**config.mk**
```make
export PLATFORM = sky130hd
export DESIGN_NAME = mfsk_modulator
export DESIGN_NICKNAME = d
export VERILOG_FILES = /design/src/rtl/mfsk_modulator.sv
export SDC_FILE = /design/constraint.sdc
export NUM_CORES = 1
export LEC_CHECK = 0
export ABC_AREA = 1
export ABC_CLOCK_PERIOD_IN_PS = 4400
export CAP_MARGIN = 20
export CORE_ASPECT_RATIO = 0.5
export CORE_MARGIN = 5
export CORE_UTILIZATION = 60
export DETAILED_ROUTE_END_ITERATION = 16
export PLACE_DENSITY = 0.88
export SYNTH_ARGS = -nofsm -noshare
export SYNTH_HDL_FRONTEND = slang
export SYNTH_SLANG_ARGS = --single-unit
```
**constraint.sdc**
```tcl
create_clock -name clk -period 4.4 [get_ports clk]
set_input_delay 1.32 -clock clk [delete_from_list [all_inputs] [get_ports clk]]
set_output_delay 1.32 -clock clk [all_outputs]
set_load 0.1 [all_outputs]
```
**src/rtl/mfsk_modulator.sv**
```systemverilog
// M-ary FSK frame modulator: emits BITS_PER_SYM-bit tone indices MSB-first with
// programmable symbol time, repetitions and guard gaps. Define MFSK_GRAY_EN for Gray-coded tone_sel.
module mfsk_modulator #(
  parameter int FRAME_BITS   = 128,
  parameter int BITS_PER_SYM = 1,
  parameter int SYM_TIME_W   = 16,
  parameter int REP_W        = 4,
  parameter int GUARD_W      = 16
) (
  input  logic                    clk,
  input  logic                    reset,
  input  logic [FRAME_BITS-1:0]   in_bitstream,
  input  logic [SYM_TIME_W-1:0]   symbol_time,
  input  logic [REP_W-1:0]        repetition_factor,
  input  logic [GUARD_W-1:0]      guard_time,
  input  logic                    start,
  output logic                    busy,
  output logic                    done,
  output logic                    wave_enable,
  output logic [BITS_PER_SYM-1:0] tone_sel,
  output logic                    sym_strobe
);

  localparam int NSYM = FRAME_BITS / BITS_PER_SYM;
  localparam int SCW  = $clog2(NSYM + 1);

  typedef enum logic [1:0] {S_IDLE, S_SYMBOL, S_GUARD, S_DONE} state_t;

  state_t                  state_q, state_d;
  logic [FRAME_BITS-1:0]   frame_q, frame_d;
  logic [FRAME_BITS-1:0]   shift_q, shift_d;
  logic [SCW-1:0]          sym_cnt_q, sym_cnt_d;
  logic [SYM_TIME_W-1:0]   cyc_cnt_q, cyc_cnt_d;
  logic [SYM_TIME_W-1:0]   sym_time_q, sym_time_d;
  logic [REP_W-1:0]        rep_cnt_q, rep_cnt_d;
  logic [GUARD_W-1:0]      guard_cnt_q, guard_cnt_d;
  logic [GUARD_W-1:0]      guard_time_q, guard_time_d;
  logic                    busy_q, busy_d;
  logic                    done_q, done_d;
  logic                    wave_q, wave_d;
  logic                    strobe_q, strobe_d;
  logic [BITS_PER_SYM-1:0] tone_q, tone_d;

  function automatic logic [BITS_PER_SYM-1:0] encode_tone(input logic [BITS_PER_SYM-1:0] s);
`ifdef MFSK_GRAY_EN
    return s ^ (s >> 1);
`else
    return s;
`endif
  endfunction

  always_comb begin
    state_d      = state_q;
    frame_d      = frame_q;
    shift_d      = shift_q;
    sym_cnt_d    = sym_cnt_q;
    cyc_cnt_d    = cyc_cnt_q;
    sym_time_d   = sym_time_q;
    rep_cnt_d    = rep_cnt_q;
    guard_cnt_d  = guard_cnt_q;
    guard_time_d = guard_time_q;

    case (state_q)
      S_IDLE: begin
        if (start) begin
          frame_d      = in_bitstream;
          shift_d      = in_bitstream;
          sym_cnt_d    = SCW'(NSYM);
          cyc_cnt_d    = '0;
          sym_time_d   = (symbol_time == '0) ? SYM_TIME_W'(1) : symbol_time;
          rep_cnt_d    = (repetition_factor == '0) ? REP_W'(1) : repetition_factor;
          guard_time_d = guard_time;
          state_d      = S_SYMBOL;
        end
      end
      S_SYMBOL: begin
        if (cyc_cnt_q == sym_time_q - SYM_TIME_W'(1)) begin
          cyc_cnt_d = '0;
          if (sym_cnt_q == SCW'(1)) begin
            if (rep_cnt_q > REP_W'(1)) begin
              // Reload now; tone_sel is forced to zero while guarding anyway.
              rep_cnt_d = rep_cnt_q - REP_W'(1);
              shift_d   = frame_q;
              sym_cnt_d = SCW'(NSYM);
              if (guard_time_q != '0) begin
                state_d     = S_GUARD;
                guard_cnt_d = '0;
              end
            end else begin
              state_d = S_DONE;
            end
          end else begin
            shift_d   = shift_q << BITS_PER_SYM;
            sym_cnt_d = sym_cnt_q - SCW'(1);
          end
        end else begin
          cyc_cnt_d = cyc_cnt_q + SYM_TIME_W'(1);
        end
      end
      S_GUARD: begin
        if (guard_cnt_q == guard_time_q - GUARD_W'(1)) begin
          state_d = S_SYMBOL;
        end else begin
          guard_cnt_d = guard_cnt_q + GUARD_W'(1);
        end
      end
      default: state_d = S_IDLE;
    endcase

    // Outputs are derived from the next state so they appear registered with no extra latency.
    busy_d   = (state_d != S_IDLE);
    done_d   = (state_d == S_DONE);
    wave_d   = (state_d == S_SYMBOL);
    strobe_d = (state_d == S_SYMBOL) && (cyc_cnt_d == '0);
    tone_d   = wave_d ? encode_tone(shift_d[FRAME_BITS-1 -: BITS_PER_SYM]) : '0;
  end

  always_ff @(posedge clk) begin
    if (reset) begin
      state_q      <= S_IDLE;
      frame_q      <= '0;
      shift_q      <= '0;
      sym_cnt_q    <= '0;
      cyc_cnt_q    <= '0;
      sym_time_q   <= '0;
      rep_cnt_q    <= '0;
      guard_cnt_q  <= '0;
      guard_time_q <= '0;
      busy_q       <= 1'b0;
      done_q       <= 1'b0;
      wave_q       <= 1'b0;
      strobe_q     <= 1'b0;
      tone_q       <= '0;
    end else begin
      state_q      <= state_d;
      frame_q      <= frame_d;
      shift_q      <= shift_d;
      sym_cnt_q    <= sym_cnt_d;
      cyc_cnt_q    <= cyc_cnt_d;
      sym_time_q   <= sym_time_d;
      rep_cnt_q    <= rep_cnt_d;
      guard_cnt_q  <= guard_cnt_d;
      guard_time_q <= guard_time_d;
      busy_q       <= busy_d;
      done_q       <= done_d;
      wave_q       <= wave_d;
      strobe_q     <= strobe_d;
      tone_q       <= tone_d;
    end
  end

  assign busy        = busy_q;
  assign done        = done_q;
  assign wave_enable = wave_q;
  assign sym_strobe  = strobe_q;
  assign tone_sel    = tone_q;

endmodule
```
======== Word level (Yosys, flattened, before mapping) ========
Cells that the tools add are included.
word-level totals
  word-level logic and storage cells ...... 84
  flip-flop bits (word level) ............. 339
  bits in latches ......................... 0
  memory bits (read-only) ................. 0
  memory bits (writable) .................. 0
  memories ................................ 0
cells by class
  multiplexer cells ....................... 33
  div/mod/pow operators ................... 0
  shift operators ......................... 0
  order comparisons ....................... 1
  multipliers ............................. 0
  $add $sub $neg .......................... 6
  reductions and logical operators ........ 14
  equal/unequal tests ..................... 14
  bitwise logic cells ..................... 1
operators by type and width
  kind                                                                   count
  128-bit 2-to-1 mux                                                     4
  128-bit one-hot mux with 2 select lines                                1
  16-bit 2-to-1 mux                                                      8
  16-bit one-hot mux with 2 select lines                                 2
  16-bit by 1-bit adder with 16-bit output, second input constant        2
  16-bit equality test                                                   2
  16-bit logical NOT                                                     2
  8-bit 2-to-1 mux                                                       4
  16-bit by 1-bit subtractor with 16-bit output, second input constant   2
  4-bit 2-to-1 mux                                                       5
  8-bit one-hot mux with 2 select lines                                  1
  16-bit nonzero test                                                    1
  2-bit 2-to-1 mux                                                       6
  2-bit != test, second input constant                                   6
  8-bit by 1-bit equality test with 1-bit output, second input constant  1
  4-bit one-hot mux with 2 select lines                                  1
  8-bit by 1-bit subtractor with 8-bit output, second input constant     1
  2-bit one-hot mux with 3 select lines                                  1
  6-bit AND reduction                                                    1
  2-bit nonzero test                                                     3
  5-bit AND reduction                                                    1
  2-bit by 1-bit equality test with 1-bit output, second input constant  2
  2-bit equality test, second input constant                             2
  4-bit by 1-bit > comparator with 1-bit output, second input constant   1
  9 further kinds                                                        9

======== Depth between registers and ports, before layout ========
Gate-level depths: netlist of the first run.
  word-level depth ........................ 9
  depth in mapped cells ................... 21

======== Worst setup path after synthesis of the first run ========
OpenSTA, ideal clock, no wires.
  kind .................................... input-to-reg
  start point ............................. input start
  end point ............................... register shift_q[100]
  data required time ...................... 4268 ps
  library setup time ...................... 132 ps
  data arrival time ....................... 2447 ps
  stages on the path ...................... 9
  setup slack ............................. 1820 ps
  path through ............................ nor3_1 > nor2_1 > inv_1 > a31oi_1 > nand2_4 > buf_4 > buf_6 > nand2_1 > a31oi_1
on the way
  cells in the longest elaborated chain, start to end .. 2
ends and longest elaborated chain
  item                                  line  RTL
  from (decl)                           16    input logic start,
  2-bit != test (no source line)        n/a
  4-bit AND reduction (no source line)  n/a
  to (signal assigned)                  137   shift_q <= shift_d;
  to (decl)                             31    logic [FRAME_BITS-1:0] shift_q, shift_d;
Every way passes these cells.
A chain may end at the register's enable or synchronous reset.

======== Worst setup path in the final report of the first run ========
  start point ............................. register wave_q (netlist: wave_enable)
  end point ............................... output wave_enable
RTL lines
  item                    line  RTL
  from (decl)             40    logic wave_q, wave_d;
  from (signal assigned)  146   wave_q <= wave_d;
  to (decl)               19    output logic wave_enable,
No word-level cell between the ends.

==> results.md, run 1 <==
- The count of final hold-check violations was 0.
- The number of global-route vias before repair came to 13,920.
- Clock tree synthesis selected as its root buffer the cell sky130_fd_sc_hd__clkbuf_16.
- Leaving out fill and tap cells, the most frequent cell in the layout is sky130_fd_sc_hd__nand2_1.
- The max-slew violation count is 0.
- In this run the core area contains 41 standard-cell rows.
- The number of antenna violations at the first check in global routing is 0.
- The count of nets left with antenna violations once routing finished came out at 0.
- The largest vdd supply drop is 0.0003255 V.
- The measured slew at the worst slew-check pin is 1.035 ns.
- The biggest area contributor in the post-synthesis netlist is sky130_fd_sc_hd__dfxtp_1.
- The normalized max-slew margin is 0.3084.
- The cell count after synthesis came out at 2,108.
- In this run the deepest clock path goes through 3 buffers.
- The initial DRC count is 1,886.
- The tightest hold path in the finished design has a slack of 0.4648 ns.
- The aggregate global-route resource usage is 0.2637.
- Leaving out fill and tap cells, the most frequent cells in the layout are 714 x sky130_fd_sc_hd__nand2_1, 339 x sky130_fd_sc_hd__dfxtp_1, 170 x sky130_fd_sc_hd__clkdlybuf4s50_1.
- The clock drives 339 sinks.
- The first-pass iteration count of the detailed router is 6.
- Setup violations remaining at the end of the flow were counted as 0.
- The final routed DRC violation total is 0.
- The met3 track demand over resource in global routing is 0.03429.
- The flow ran to the end, and the final reports show no timing, DRC or antenna violations.
- The relative area change from synthesis to final layout is 17.15%.
- The data required time of the critical path is 3.08 ns.
- The placement-stage worst setup slack is 0.6036 ns.
- The shortest clock period the worst path allows after layout is 3.344 ns.
- The maximum net fanout on the critical path is 1.
- Traced cell by cell, the critical path runs through clkdlybuf4s50_1.
- For this design the ratio of total power to cell area is 392.1 nW/um^2.
- In this run, post-CTS repair resized a total of 0 instances.
- In the post-synthesis netlist, the biggest area contributors are sky130_fd_sc_hd__dfxtp_1 43%, sky130_fd_sc_hd__nand2_1 17%, sky130_fd_sc_hd__a32o_1 8.1%.
- In this run the horizontal extent of the chip is 238.1 um.
- The share of total power dissipated in the clock network is 0.368.
- The later pin in the worst-skew pair is clocked with a latency of 0.57 ns.
- Dividing the final minimum period by the clock period gives 0.7599.
- The routed design has 40,660 um of wire.
- In the final layout, the share of cells above drive strength 1 is 0.04172.
- For this design the total switching power over the nets is 2.011 mW.
- The repair_antennas step left the layout with diodes totalling 0.
- The share of synthesized area in the top cell type comes to 0.4347.
- The number of buffers inserted by post-CTS setup repair is 0.
- The completed layout was analyzed and its total power is 7.171 mW.
- The largest net degree at the start of global routing is 233.
- The count of port buffers added during placement is 171.
- The layer flagged by global routing as most heavily used is met2.
- The number of clock buffers added by TritonCTS is 29.
- At the worst endpoint, the arrival time is 2.02 ns.
- Max-cap violations in this run came to 0.
- The wire length per cell after detailed routing is 15.95 um.
- The leakage power figure is 6.801 nW.
- After synthesis the cells add up to 15,610 sq um.
- The sequential share of power is 0.471.
- Setup repair after global routing left no endpoint under its margin.
- Once detailed placement completed, the half-perimeter wirelength came to 24,980 um.
- The master of the slowest instance on the critical path is sky130_fd_sc_hd__clkdlybuf4s50_1.
- In the global route stage, met2 resource usage came out at 0.4526.
- The path type of the worst setup path is flip-flop to output port.
- The distinct cell type count of the synthesized netlist is 38.
- The largest single stage delay on the critical path is 1.14 ns.
- The global-route track usage on met1 is 0.3520.
- The category of the worst setup path capture point is an output port.
- The post-synthesis area per instance is 7.406 sq um.
- Counting flops with an async set or reset pin after synthesis yields a share of 0.
- Internal power comes to 5.160 mW.
- The share of total power in combinational logic is 0.161.
- The part of the Yosys area used for sequential elements is 0.4347.
- For this run, the top clock speed supported by timing is 299.1 MHz.
- The core area is 25,390 sq um.
- The switching power as a share of total power is 0.2805.
- TritonCTS built the clock tree.
- The post-route clock skew is 0.01629 ns.
- The number of levels the H-tree was split into is 1.
- The die covers 29,540 sq um.
- STA classifies the critical path startpoint as a flip-flop.
- The number of synthesized flops with an enable pin is 0.
- The net count of the finished layout is 2,359.
- The weighted congestion at the end of routability-driven global placement is 0.8933.
- The wire length of the first global-routing pass is 66,550 um.
- The number of buffers and inverters on the critical path is 1.
- Global routing finished with a remaining overflow of 0.
- In the synthesized netlist the dominant register cell turns out to be sky130_fd_sc_hd__dfxtp_1.
- Summed over all failing endpoints, the final setup total negative slack is 0 ns.
- The number of warning messages in the yosys log is 0.
- In this run, synthesis produced a sequential element count of 339.
- After detailed routing, the number of vias per cell comes to 5.833.
- The kind of cell with the highest combined delay along the critical path is buffers and inverters.
- The clock slew seen by the registers of the worst setup and hold paths is 0.06 ns.
- Measured along the y axis, the die boundary spans 124.1 um.
- For this configuration, the core starts out at a cell density of 0.6148.
- The tightest min-delay check is of the flip-flop to flip-flop type.
- During I/O placement, the number of pins put on the boundary was 172.
- The count of hold buffers inserted by post-cts repair is 0.
- The final worst-path setup slack is 1.056 ns.
- The number of vias in the routed layout is 14,870.
- In this run the register-to-register setup slack is 1.39 ns.
- Counting every net in the synthesized netlist gives 2,283.
area by class of cell:
cell class,instances,area (sq um)
Clock buffer,40,817.0
Tap cell,344,430.4
Inverter,120,455.4
Sequential cell,339,6787
Timing Repair Buffer,191,1953
Multi-Input combinational cell,1503,7694
Fill cell,2009,7103
Clock inverter,12,153.9
metrics by stage:
step / utilization / instance area, sq um / std cells
final: 0.7203 / 18290 / 2549
after global routing: 0.7203 / 18290 / 2549
after floorplan: - / 15610 / 2108
after CTS: 0.7203 / 18290 / 2549
after detailed placement: 0.6820 / 17320 / 2497
after global placement: 0.6820 / 17320 / 2497
flip-flops by register name, indices dropped and copies added, names as in the netlist:
register / count
guard_time_q: 16
shift_q: 128
busy: 1
tone_sel: 1
sym_cnt_q: 8
rep_cnt_q: 4
sym_strobe: 1
frame_q: 128
wave_enable: 1
state_q: 2
sym_time_q: 16
cyc_cnt_q: 16
guard_cnt_q: 16
done: 1
cell families after synthesis:
kind of cell / after synthesis / share of synthesized area
buffers and inverters: 266 / 0.07421
xor gates and xnor gates: 48 / 0.02693
adders and majority gates: 8 / 0.006412
AOI/OAI and AO/OA: 489 / 0.2092
muxes: 1 / 0.0006412
and+or+nand+nor: 957 / 0.2479
DFF: 339 / 0.4347
metal layers:
| layer | vias up | wire length (um) |
|---|---|---|
| met5 | - | 0 |
| met4 | 0 | 1147 |
| met3 | 81 | 2094 |
| met2 | 431 | 19640 |
| met1 | 7054 | 17780 |
| li1 | 7302 | - |
power groups by stage:
| stage | logic (mW) | registers [mW] | clock network, mW |
|---|---|---|---|
| 3_3_place_gp | 1.12 | 3.44 | 0 |
| 3_5_place_dp | 1.14 | 3.44 | 0 |
| 6_report | 1.16 | 3.38 | 2.64 |
| 2_1_floorplan | 0.765 | 3.43 | 0 |
| 5_1_grt | 1.28 | 3.40 | 2.82 |
| 4_1_cts | 1.15 | 3.37 | 2.67 |
path summary, 6_finish.rpt:
check                      from            to  cells after the start
hold / removal      frame_q[72]   frame_q[72]                      2
setup reg to reg  sym_time_q[0]  shift_q[127]                     18
setup / recovery    wave_enable   wave_enable                      1
hold reg to reg     frame_q[72]   frame_q[72]                      2
synth_stat cells, types with 4 or more instances:
master                     count
sky130_fd_sc_hd__clkbuf_1    110
sky130_fd_sc_hd__nand4_1      14
sky130_fd_sc_hd__nor2_4        4
sky130_fd_sc_hd__nor3_1       20
sky130_fd_sc_hd__ha_1          8
sky130_fd_sc_hd__buf_4        12
sky130_fd_sc_hd__a21oi_1     169
sky130_fd_sc_hd__inv_2         4
sky130_fd_sc_hd__xnor2_1      15
sky130_fd_sc_hd__buf_6        14
sky130_fd_sc_hd__xor2_1       33
sky130_fd_sc_hd__inv_1       115
sky130_fd_sc_hd__o21ai_0      48
sky130_fd_sc_hd__a211oi_1      7
sky130_fd_sc_hd__buf_2         8
sky130_fd_sc_hd__nor2_2        5
sky130_fd_sc_hd__dfxtp_1     339
sky130_fd_sc_hd__nand3b_1      8
sky130_fd_sc_hd__nand3_1      43
sky130_fd_sc_hd__nor4_1        9
sky130_fd_sc_hd__nand2_1     715
sky130_fd_sc_hd__a32o_1      126
sky130_fd_sc_hd__nor2_1      127
sky130_fd_sc_hd__o21ai_1       6
sky130_fd_sc_hd__a31oi_1     130
Note: power is estimated with default switching activity, not from simulation.
==> run 2: changes to the inputs <==
Settings changed: ABC_CLOCK_PERIOD_IN_PS 4400 to 3200, CORE_UTILIZATION 60 to 57, PLACE_DENSITY 0.88 to 0.85.
Clock period 4.4 ns to 3.2 ns, I/O delays scaled along.
==> results.md, run 2 (synthesized netlist as in run 1, its figures left out) <==
- Status: complete, no violations (unchanged).
- The net count of the finished layout came to 2,365 (was 2,359).
- The cell area power density came to 538.3 nW/um^2 (was 392.1 nW/um^2).
- The number of global-route vias before repair is 13,520 (was 13,920).
- The normalized max-slew margin is 0.5372 (was 0.3084).
- The launch point of the worst reg-to-reg path was sym_time_q[0] (unchanged).
- The wire length per cell after detailed routing came to 15.80 um (was 15.95 um).
- The path category of the worst min-delay check is flip-flop to flip-flop (unchanged).
- The number of vias per cell after detailed routing was 5.784 (was 5.833).
- The end of the worst register-to-register path was shift_q[20] (was shift_q[127]).
- The largest net degree at the start of global routing is 152 (was 233).
- The combined area of the multi-input logic cells came to 7694 sq um (unchanged).
- The number of levels the H-tree was split into is 1 (unchanged).
- The total negative slack is 0 ns (unchanged).
- The core area is 26,700 sq um (was 25,390 sq um).
- The max-cap check violation count is 0 (unchanged).
- The clock latency at the later pin of the worst-skew pair was 0.57 ns (about the same).
- The root cell of the clock tree is sky130_fd_sc_hd__clkbuf_16 (unchanged).
- The delay of the slowest critical-path stage is 0.43 ns (was 1.14 ns).
- The clock slew seen by the registers of the worst setup and hold paths is 0.07 ns (was 0.06 ns).
- The count of final hold-check violations is 0 (unchanged).
- The arrival time at the worst endpoint is 3.34 ns (was 2.02 ns).
- The number of buffers created by CTS came to 29 (unchanged).
- The chip width came to 244.1 um (was 238.1 um).
- The number of buffer and inverter instances along the worst setup path is 3 (was 1).
- RSZ-0062 raised after global routing: no (unchanged).
- The category of cells accounting for the largest share of critical-path delay is simple AND/OR/NAND/NOR gates (was buffers and inverters).
- The number of buffers inserted by post-CTS setup repair is 0 (unchanged).
- The wire length of the first global-routing pass is 65,930 um (was 66,550 um).
- The total half-perimeter wirelength after legalization and detailed placement is 25,230 um (was 24,980 um).
- Of the available clock period, the critical path in the final layout requires 0.8943.
- The number of antenna violations at the first check in global routing is 1 (was 0).
- The worst setup path endpoint is shift_q[20] (was wave_enable).
- The data required time of the critical path is 3.68 ns (was 3.08 ns).
- Derived from the worst setup path, the maximum achievable clock frequency is 349.5 MHz.
- The final standard cell area without fillers is 18,390 sq um (was 18,290 sq um).
- The CTS tree is done (unchanged).
- The remaining global-route overflow is 0 (unchanged).
- The CTS sink count is 339 (unchanged).
- The residual antenna-violating net count after detailed routing was 0 (unchanged).
- The cell count along the critical path is 15 (was 1).
- The master of the slowest instance on the critical path was sky130_fd_sc_hd__buf_12 (was sky130_fd_sc_hd__clkdlybuf4s50_1).
- The register-to-register path setup slack is 0.34 ns (was 1.39 ns).
- The leakage power figure came to 6.850 nW (was 6.801 nW).
- The total number of placement rows came to 42 (was 41).
- The initial core utilization is 0.5848 (was 0.6148).
- The count of port buffers added during placement is 171 (unchanged).
- The number of non-filler instances in the completed layout is 2,563 (was 2,549).
- The maximum root-to-sink buffer count is 3 (unchanged).
- The fill cell total of the finished layout is 2,225 (was 2,009).
- The final worst-path setup slack is 0.3384 ns (was 1.056 ns).
- The category of the worst setup path capture point is a flip-flop (was output port).
- The post-route clock skew came to 0.01730 ns (was 0.01629 ns).
- The critical path startpoint is sym_time_q[0] (was wave_enable).
- The number of vias in the routed layout is 14,830 (was 14,870).
- The number of I/O pins is 172 (unchanged).
- The largest vdd supply drop came to 0.0003965 V (was 0.0003255 V).
- The area taken by flip-flops and latches is 6787 sq um (unchanged).
- The most frequent cell on the critical path is sky130_fd_sc_hd__nand2_1.
- The total power was 9.901 mW (was 7.171 mW).
- Commonest non-fill, non-tap cells in the layout: 714 x sky130_fd_sc_hd__nand2_1, 339 x sky130_fd_sc_hd__dfxtp_1, 169 x sky130_fd_sc_hd__a21oi_1 (was 714 x sky130_fd_sc_hd__nand2_1, 339 x sky130_fd_sc_hd__dfxtp_1, 170 x sky130_fd_sc_hd__clkdlybuf4s50_1).
- The startpoint class of the critical path is a flip-flop (unchanged).
- The max-slew violation count is 0 (unchanged).
- The depth of the most critical reg-to-reg path is 15 (was 18).
- The path type of the worst setup path is flip-flop to flip-flop (was flip-flop to output port).
- The total placed instance area is 17,410 sq um (was 17,320 sq um).
- The die outline area is 31,000 sq um (was 29,540 sq um).
- The worst path needs 2.862 ns of the cycle, external delays included.
- The first-pass iteration count of the detailed router came to 6 (unchanged).
- The placement-stage worst setup slack is 0.2465 ns (was 0.6036 ns).
- The aggregate global-route resource usage came to 0.2453 (was 0.2637).
- The maximum net fanout on the critical path is 127 (was 1).
- The count of endpoints failing setup in the final report is 0 (unchanged).
- The relative area change from synthesis to final layout is 17.82% (was 17.15%).
- The floorplan die height was 127.0 um (was 124.1 um).
- The total instance count after detailed placement is 2,511 (was 2,497).
- The most common cell after layout, fill and taps aside was sky130_fd_sc_hd__nand2_1 (unchanged).
- The count of hold buffers inserted by post-cts repair is 0 (unchanged).
- The initial DRC count is 1,561 (was 1,886).
- The count of cells resized by post-cts repair is 0 (unchanged).
- The weighted congestion at the end of routability-driven global placement is 0.9274 (was 0.8933).
- The final routed DRC violation total is 0 (unchanged).
- The measured slew at the worst slew-check pin is 0.6879 ns (was 1.035 ns).
- Largest registers: frame_q x128, shift_q x128 (unchanged).
- The fraction of final layout cells with drive strength greater than 1 is 0.04661 (was 0.04172).
- CP Cell Sequence: inv_1, ha_1, nand2_1, nor2_4, nand2_1, nand2_1, nand2_1, nor2_1, nand2_1, nor2_2, nand2_4, inv_4, buf_12, nand2_1, a31oi_1 (was clkdlybuf4s50_1).
- The post-detailed-routing wire length is 40,490 um (was 40,660 um).
==> run 2: cell types whose count changed in the layout (fill, tap and decap cells not counted), sizes merged <==
cell / before / now
diode: 0 / 1
bufinv: 3 / 2
clkinv: 9 / 5
clkinvlp: 0 / 1
clkbuf: 41 / 44
clkdlybuf4s50: 170 / 165
buf: 20 / 31
==> run 2: report_power, final <==
part | switching (mW) | total (mW) | leakage [nW] | internal (mW)
sequential | 0.163 | 4.64 | 2.78 | 4.48
combinational | 1.01 | 1.60 | 3.59 | 0.592
clock | 1.61 | 3.65 | 0.482 | 2.04
==> run 2: worst min path at each step <==
stage                       startpoint      endpoint  slack (ns)  cells past startpoint
after floorplan           frame_q[127]  frame_q[127]        0.45                      2
after global placement    frame_q[118]  frame_q[118]        0.45                      2
after detailed placement   frame_q[54]   frame_q[54]        0.46                      2
after CTS                  frame_q[54]   frame_q[54]        0.47                      2
after global routing       frame_q[18]   frame_q[18]        0.48                      2
final                      frame_q[94]   frame_q[94]        0.47                      2
==> run 2: through the flow <==
step	hold WS (ns)	utilization
finish	0.4650	0.6890
detailed placement	0.4563	0.6522
global route	0.4809	0.6890
CTS	0.4665	0.6889
global placement	0.4517	0.6522
floorplan	0.4454	-
==> run 2: per-layer routing <==
layer | up-vias | wire, um | global-route usage
met5 | - | 0 | 0
met4 | 0 | 979 | 0.06762
met3 | 74 | 2348 | 0.03151
met2 | 502 | 19530 | 0.4201
met1 | 6932 | 17640 | 0.3319
li1 | 7317 | - | -
==> run 2: area by class of cell <==
type,instances,share of cell area
flip-flops and latches,339,0.3690
clock inverters,8,0.006054
multi-input cells,1503,0.4183
clock buffers,43,0.04721
inverters,120,0.02476
diodes,1,0.0001360
repair buffers,197,0.1107
well taps,352,0.02394
==> run 2: worst register-to-register path, cell delays in order, from the launching register on <==
cell and delay [ns]:
sky130_fd_sc_hd__dfxtp_1 0.32, sky130_fd_sc_hd__inv_1 0.10, sky130_fd_sc_hd__ha_1 0.22, sky130_fd_sc_hd__nand2_1 0.18, sky130_fd_sc_hd__nor2_4 0.21, sky130_fd_sc_hd__nand2_1 0.07, sky130_fd_sc_hd__nand2_1 0.06, sky130_fd_sc_hd__nand2_1 0.05
sky130_fd_sc_hd__nor2_1 0.09, sky130_fd_sc_hd__nand2_1 0.06, sky130_fd_sc_hd__nor2_2 0.19, sky130_fd_sc_hd__nand2_4 0.19, sky130_fd_sc_hd__inv_4 0.13, sky130_fd_sc_hd__buf_12 0.44, sky130_fd_sc_hd__nand2_1 0.22, sky130_fd_sc_hd__a31oi_1 0.23
==> run 3: changes to the inputs <==
Settings changed: CAP_MARGIN 20 to 30.
==> results of run 3 <==
The final DEF is identical to that of run 2; final timing and power are the same.
